===== src/rtl/uart_tx_arbiter.sv =====
`default_nettype none
// ============================================================================
// Module      : uart_tx_arbiter
// Description : Round-robin sharing of one UART transmitter among NUM_REQ
//               requesters, with an optional ID header byte per message.
// Revision    : 1.0 - initial release
// ============================================================================
module uart_tx_arbiter #(
    parameter int                    DATA_WIDTH = 8,
    parameter int                    NUM_REQ    = 4,
    parameter bit                    SEND_ID    = 1'b1,
    parameter logic [DATA_WIDTH-1:0] ID_BASE    = 8'h30
) (
    input  logic                          clk,
    input  logic                          rst,
    input  logic [NUM_REQ-1:0]            req,
    input  logic [NUM_REQ*DATA_WIDTH-1:0] reqData,
    output logic [NUM_REQ-1:0]            gnt,
    output logic [NUM_REQ-1:0]            done,
    output logic [DATA_WIDTH-1:0]         txData,
    output logic                          txStartN,
    input  logic                          TxReady,
    output logic                          busy
);

    localparam int         IDX_W     = $clog2(NUM_REQ);
    localparam logic [1:0] S_IDLE    = 2'd0;
    localparam logic [1:0] S_LAUNCH  = 2'd1;
    localparam logic [1:0] S_WAIT_TX = 2'd2;

    logic [1:0]            r_state;
    logic [IDX_W-1:0]      r_rrPtr;
    logic                  r_hdrPend;
    logic [DATA_WIDTH-1:0] r_capData;
    logic [DATA_WIDTH-1:0] r_txData;
    logic [NUM_REQ-1:0]    r_gnt;
    logic [NUM_REQ-1:0]    r_done;

    logic [1:0]            w_stateNext;
    logic                  w_found;
    logic [IDX_W-1:0]      w_winner;
    logic [IDX_W-1:0]      w_cand;
    logic                  w_grant;
    logic                  w_nextByte;
    logic                  w_finish;
    logic [NUM_REQ-1:0]    w_gntOneHot;
    logic [NUM_REQ-1:0]    w_doneOneHot;
    logic [DATA_WIDTH-1:0] w_header;
    logic [DATA_WIDTH-1:0] w_reqBytes [NUM_REQ];

    for (genvar g = 0; g < NUM_REQ; g++) begin : g_unpack
        assign w_reqBytes[g] = reqData[g*DATA_WIDTH +: DATA_WIDTH];
    end

    // Search starts just after the last winner so it drops to lowest priority.
    always_comb begin
        w_found  = 1'b0;
        w_winner = '0;
        w_cand   = '0;
        for (int k = 1; k <= NUM_REQ; k++) begin
            w_cand = IDX_W'((int'(r_rrPtr) + k) % NUM_REQ);
            if (!w_found && req[w_cand]) begin
                w_found  = 1'b1;
                w_winner = w_cand;
            end
        end
    end

    assign w_header = ID_BASE + DATA_WIDTH'(w_winner);

    always_comb begin
        w_stateNext  = r_state;
        w_grant      = 1'b0;
        w_nextByte   = 1'b0;
        w_finish     = 1'b0;
        w_gntOneHot  = '0;
        w_doneOneHot = '0;
        case (r_state)
            S_IDLE: begin
                if (TxReady && w_found) begin
                    w_grant               = 1'b1;
                    w_gntOneHot[w_winner] = 1'b1;
                    w_stateNext           = S_LAUNCH;
                end
            end
            S_LAUNCH: begin
                // Hold the strobe until the transmitter has visibly accepted it.
                if (!TxReady) w_stateNext = S_WAIT_TX;
            end
            S_WAIT_TX: begin
                if (TxReady) begin
                    if (r_hdrPend) begin
                        w_nextByte  = 1'b1;
                        w_stateNext = S_LAUNCH;
                    end else begin
                        w_finish              = 1'b1;
                        w_doneOneHot[r_rrPtr] = 1'b1;
                        w_stateNext           = S_IDLE;
                    end
                end
            end
            default: w_stateNext = S_IDLE;
        endcase
    end

    always_ff @(posedge clk or posedge rst) begin
        if (rst) begin
            r_state   <= S_IDLE;
            r_rrPtr   <= IDX_W'(NUM_REQ - 1);
            r_hdrPend <= 1'b0;
            r_capData <= '0;
            r_txData  <= '0;
            r_gnt     <= '0;
            r_done    <= '0;
        end else begin
            r_state <= w_stateNext;
            r_gnt   <= w_gntOneHot;
            r_done  <= w_doneOneHot;
            if (w_grant) begin
                r_rrPtr   <= w_winner;
                r_capData <= w_reqBytes[w_winner];
                if (SEND_ID) begin
                    r_txData  <= w_header;
                    r_hdrPend <= 1'b1;
                end else begin
                    r_txData  <= w_reqBytes[w_winner];
                end
            end
            if (w_nextByte) begin
                r_hdrPend <= 1'b0;
                r_txData  <= r_capData;
            end
            if (w_finish) r_hdrPend <= 1'b0;
        end
    end

    assign gnt      = r_gnt;
    assign done     = r_done;
    assign txData   = r_txData;
    assign txStartN = (r_state != S_LAUNCH);
    assign busy     = (r_state != S_IDLE);

endmodule
`default_nettype wire

===== config.mk =====
export PLATFORM = sky130hd
export DESIGN_NAME = uart_tx_arbiter
export DESIGN_NICKNAME = d
export VERILOG_FILES = /design/src/rtl/uart_tx_arbiter.sv
export SDC_FILE = /design/constraint.sdc
export NUM_CORES = 1
export LEC_CHECK = 0
export ABC_AREA = 1
export BUFFER_PORTS_ARGS = -buffer_cell sky130_fd_sc_hd__buf_2
export CAP_MARGIN = 20
export CORE_ASPECT_RATIO = 2
export CORE_UTILIZATION = 46
export DETAILED_ROUTE_END_ITERATION = 10
export GPL_TIMING_DRIVEN = 0
export PLACE_DENSITY = 0.79
export SLEW_MARGIN = 20
export SYNTH_ARGS = -nofsm -noshare
export SYNTH_HDL_FRONTEND = slang
export SYNTH_SLANG_ARGS = --single-unit

===== constraint.sdc =====
create_clock -name clk -period 2.4 [get_ports clk]
set_clock_uncertainty 0.1 [all_clocks]
set_input_delay 0.12 -clock clk [delete_from_list [all_inputs] [get_ports clk]]
set_output_delay 0.12 -clock clk [all_outputs]
set_load 0.02 [all_outputs]

==> results.md <==
* Count of cell types in the netlist at 24
* Critical-path top delay cell: dfstp_2
* Area of the die at 4153 µm²
* Tcrit/Tclk final at 92.56%
* R2r endpoint: r_capData[4]$_DFFE_PP0P_
* Leak at 1.421 nW
* Chip height at 90.14 µm
* IO Pins at 57
* Die W at 46.07 µm
* Outcome: complete, no violations
* Reg2reg path depth at 14
* Critical path's top delay family: simple AND/OR/NAND/NOR gates
* Switching power at 1.891 mW
* Unrepaired setup endpoints after global routing: no
* Critical Path Sink: r_capData[4]$_DFFE_PP0P_
* Fin nets at 368
* Syn Area/Cell at 7.118 µm²
* Vias per inst at 4.627
* Register Area at 728.2 µm²
* CTS Buffer Depth at 2
* Initial antenna violation count at 0
* Post-route DRC violation count at 0
* CP Depth at 14
* Fmax at 450.2 MHz
* H-tree depth at 2
* Register share of total power at 19.5%
* Slew headroom at 73.40%
* Synth Warn # at 0
* Power Total at 3.986 mW
* Number of buffers created by CTS at 5
* Initial Util at 49.00%
* Area of the multi-input gates at 935.9 µm²
* Vias in the first global route at 1593
* Final Slew Violations at 0
* Worst VDD drop at 1.215 mV
* Layout Utilization at 65.75%
* 1st-iter DRT viols at 31
* Share of layout cells above drive strength 1 at 33.13%
* Clk pwr share at 12.8%
* Endpoint class of the critical path: register
* Routability Congestion at 0.8164
* Crit-path max FO at 10
* Switching Fraction at 47.43%
* Final WS setup at 178.6 ps
* WP buf/inv at 4
* CP max stage delay at 590 ps
* CTS root buffer: clkbuf_8
* Cell-internal power at 2.096 mW
* Ant. Diodes at 0
* Clock Latency Late Sink at 280 ps
* Placeable Area at 3646 µm²
* Comb power frac at 67.7%
* Routed wire length at 3924 µm
* Post-synthesis sequential area ratio at 40.76%
* Port buffer count at 56
* DRT Pass-1 Iters at 4
* Commonest non-fill, non-tap cell in the layout: nand2_1
* Post-DR wirelength/cell at 10.46 µm
* Maxcap violations at 0
* CP Launch Type: register
* Worst reg2reg path startpoint: r_rrPtr[1]$_DFFE_PP1P_
* Hold WC Path Type: in -> reg
* Mapped Cells at 251
* GRT Total Usage at 20.61%
* Reg clk slew, reported paths at 60 ps
* CP Data Arrival Time at 2300 ps
* Worst path most repeated cell: nand2_1
* First-pass GRT wire length at 6389 µm
* Most frequent cells in the layout: nand2_1, buf_2, dfrtp_1
* Worst-Margin Slew at 396.5 ps
* Hold Fails Final Rpt at 0
* CTS tree: built
* Clk sink count at 29
* CP required at 2480 ps
* Minimum clock period at 2221 ps
* Mapped Nets at 294
* Worst hold slack at 109.8 ps
* Origin of the worst setup path: r_rrPtr[1]$_DFFE_PP1P_
* Largest net degree at the start of global routing at 30
* DP Worst Slack at -204.6 ps
* WS Path Type: reg -> reg
* Worst path cell trace: inv_4 -> ha_4 -> nand3_1 -> nand2_1 -> inv_2 -> nand4_1 -> nand2_1 -> nor2_4 -> inv_2 -> buf_6 -> nand2_1 -> nand2_1 -> nand2_1 -> nand2_1
* Final setup violation count at 0
* Post-DP HPWL at 2887 µm
* Antenna-violating nets left at 0
* Grt ovf at 0
* Synth-to-Final Area Change at 34.17%
* Worst reg-to-reg setup slack at 180 ps
* Total number of vias at 1735
* Total of fill cells in the finished design at 353
* Flops & latches, synth at 29
* Power per cell area at 1663 nW/µm²
* FP Rows at 31
* Syn Std Cell Area at 1787 µm²
==> layer usage <==
metal / track usage (%) / part of all wire [%] / vias to the layer above
met5: 0 / 0 / -
met4: 12.99 / 3.5 / 0
met3: 3.213 / 3.8 / 15
met2: 36.38 / 56 / 50
met1: 20.18 / 37 / 746
li1: - / - / 924
==> what timing repair did <==
| action | in CTS | in global routing |
|---|---|---|
| endpoints found under the hold margin | 1 | 29 |
| hold buffers | 1 | 1 |
| buffers inserted | 2 | 6 |
| endpoints found under the setup margin | 24 | 23 |
| cloned | 0 | 0 |
| gates resized for setup | 2 | 8 |
| pin swaps | 0 | 3 |
==> power groups by stage <==
stage / sequential [mW] / combinational [mW] / clock, mW
2_1_floorplan: 0.874 / 1.82 / 0
3_3_place_gp: 0.790 / 2.34 / 0
3_5_place_dp: 0.798 / 2.38 / 0
4_1_cts: 0.775 / 2.46 / 0.515
5_1_grt: 0.797 / 3.04 / 0.538
6_report: 0.776 / 2.70 / 0.510
==> synth_stat cells <==
cell / n / area share, %
nor2_8: 1 / 1.1
dfrtp_1: 27 / 38
nor2_1: 16 / 3.4
buf_4: 1 / 0.42
nand3_2: 3 / 1.7
nor2_4: 1 / 0.63
nand4_4: 1 / 1.2
nand2_4: 2 / 1.3
nand3_4: 1 / 0.98
a21oi_1: 2 / 0.56
nor3_1: 1 / 0.28
buf_6: 3 / 1.9
nand2_2: 7 / 2.5
nand2_1: 123 / 26
buf_8: 1 / 0.84
nand3_1: 27 / 7.6
buf_2: 1 / 0.28
dfstp_2: 2 / 2.9
a31oi_1: 1 / 0.35
inv_2: 5 / 1.1
inv_1: 18 / 3.8
ha_1: 4 / 2.8
nand4_1: 1 / 0.35
o21ai_1: 2 / 0.56
==> cells by family after synthesis <==
kind of cell	count (synthesis)	share of synthesized area, %
buf+inv	29	8.263
simple gates	184	46.71
compound gates	5	1.471
flops	29	40.76
fa+ha+maj	4	2.801
==> worst register-to-register path, delay by kind of cell (launching register included) <==
family | cells | cell delay [ps]
flops | 1 | 590
fa+ha+maj | 1 | 280
buf+inv | 4 | 340
simple gates | 9 | 820
==> flip-flops by register name, summed over array words and instances (netlist names) <==
signal and count:
gnt 4, r_rrPtr 2, done 4, txData 8, r_state 2, r_hdrPend 1, r_capData 8
==> worst min path at each step <==
stage / startpoint / end / slack, ps / cells past startpoint
2_1_floorplan: TxReady / r_state[1]$_DFFE_PP0P_ / 90 / 1
3_3_place_gp: TxReady / r_state[1]$_DFFE_PP0P_ / 220 / 2
3_5_place_dp: TxReady / r_state[1]$_DFFE_PP0P_ / 230 / 2
4_1_cts: rst / done[1]$_DFF_PP0_ / 10 / 2
5_1_grt: reqData[1] / r_capData[1]$_DFFE_PP0P_ / 140 / 7
6_report: reqData[1] / r_capData[1]$_DFFE_PP0P_ / 110 / 7
==> cell type report <==
type	count	share of cell area, %
Buffer	6	2.557
Clock buffer	7	3.601
Clock inverter	1	1.253
Inverter	23	3.914
Multi-Input combinational cell	193	39.04
Sequential cell	29	30.38
Tap cell	49	2.557
Timing Repair Buffer	67	16.70
==> through the flow <==
stage	cell area, µm²	TNS [ps]	cells
floorplan	1787	0	251
global route	2397	0	375
finish	2397	0	375
global placement	2128	-1314	356
CTS	2282	0	367
detailed placement	2128	-2841	356
No activity file was read; power rests on OpenSTA's default activity.
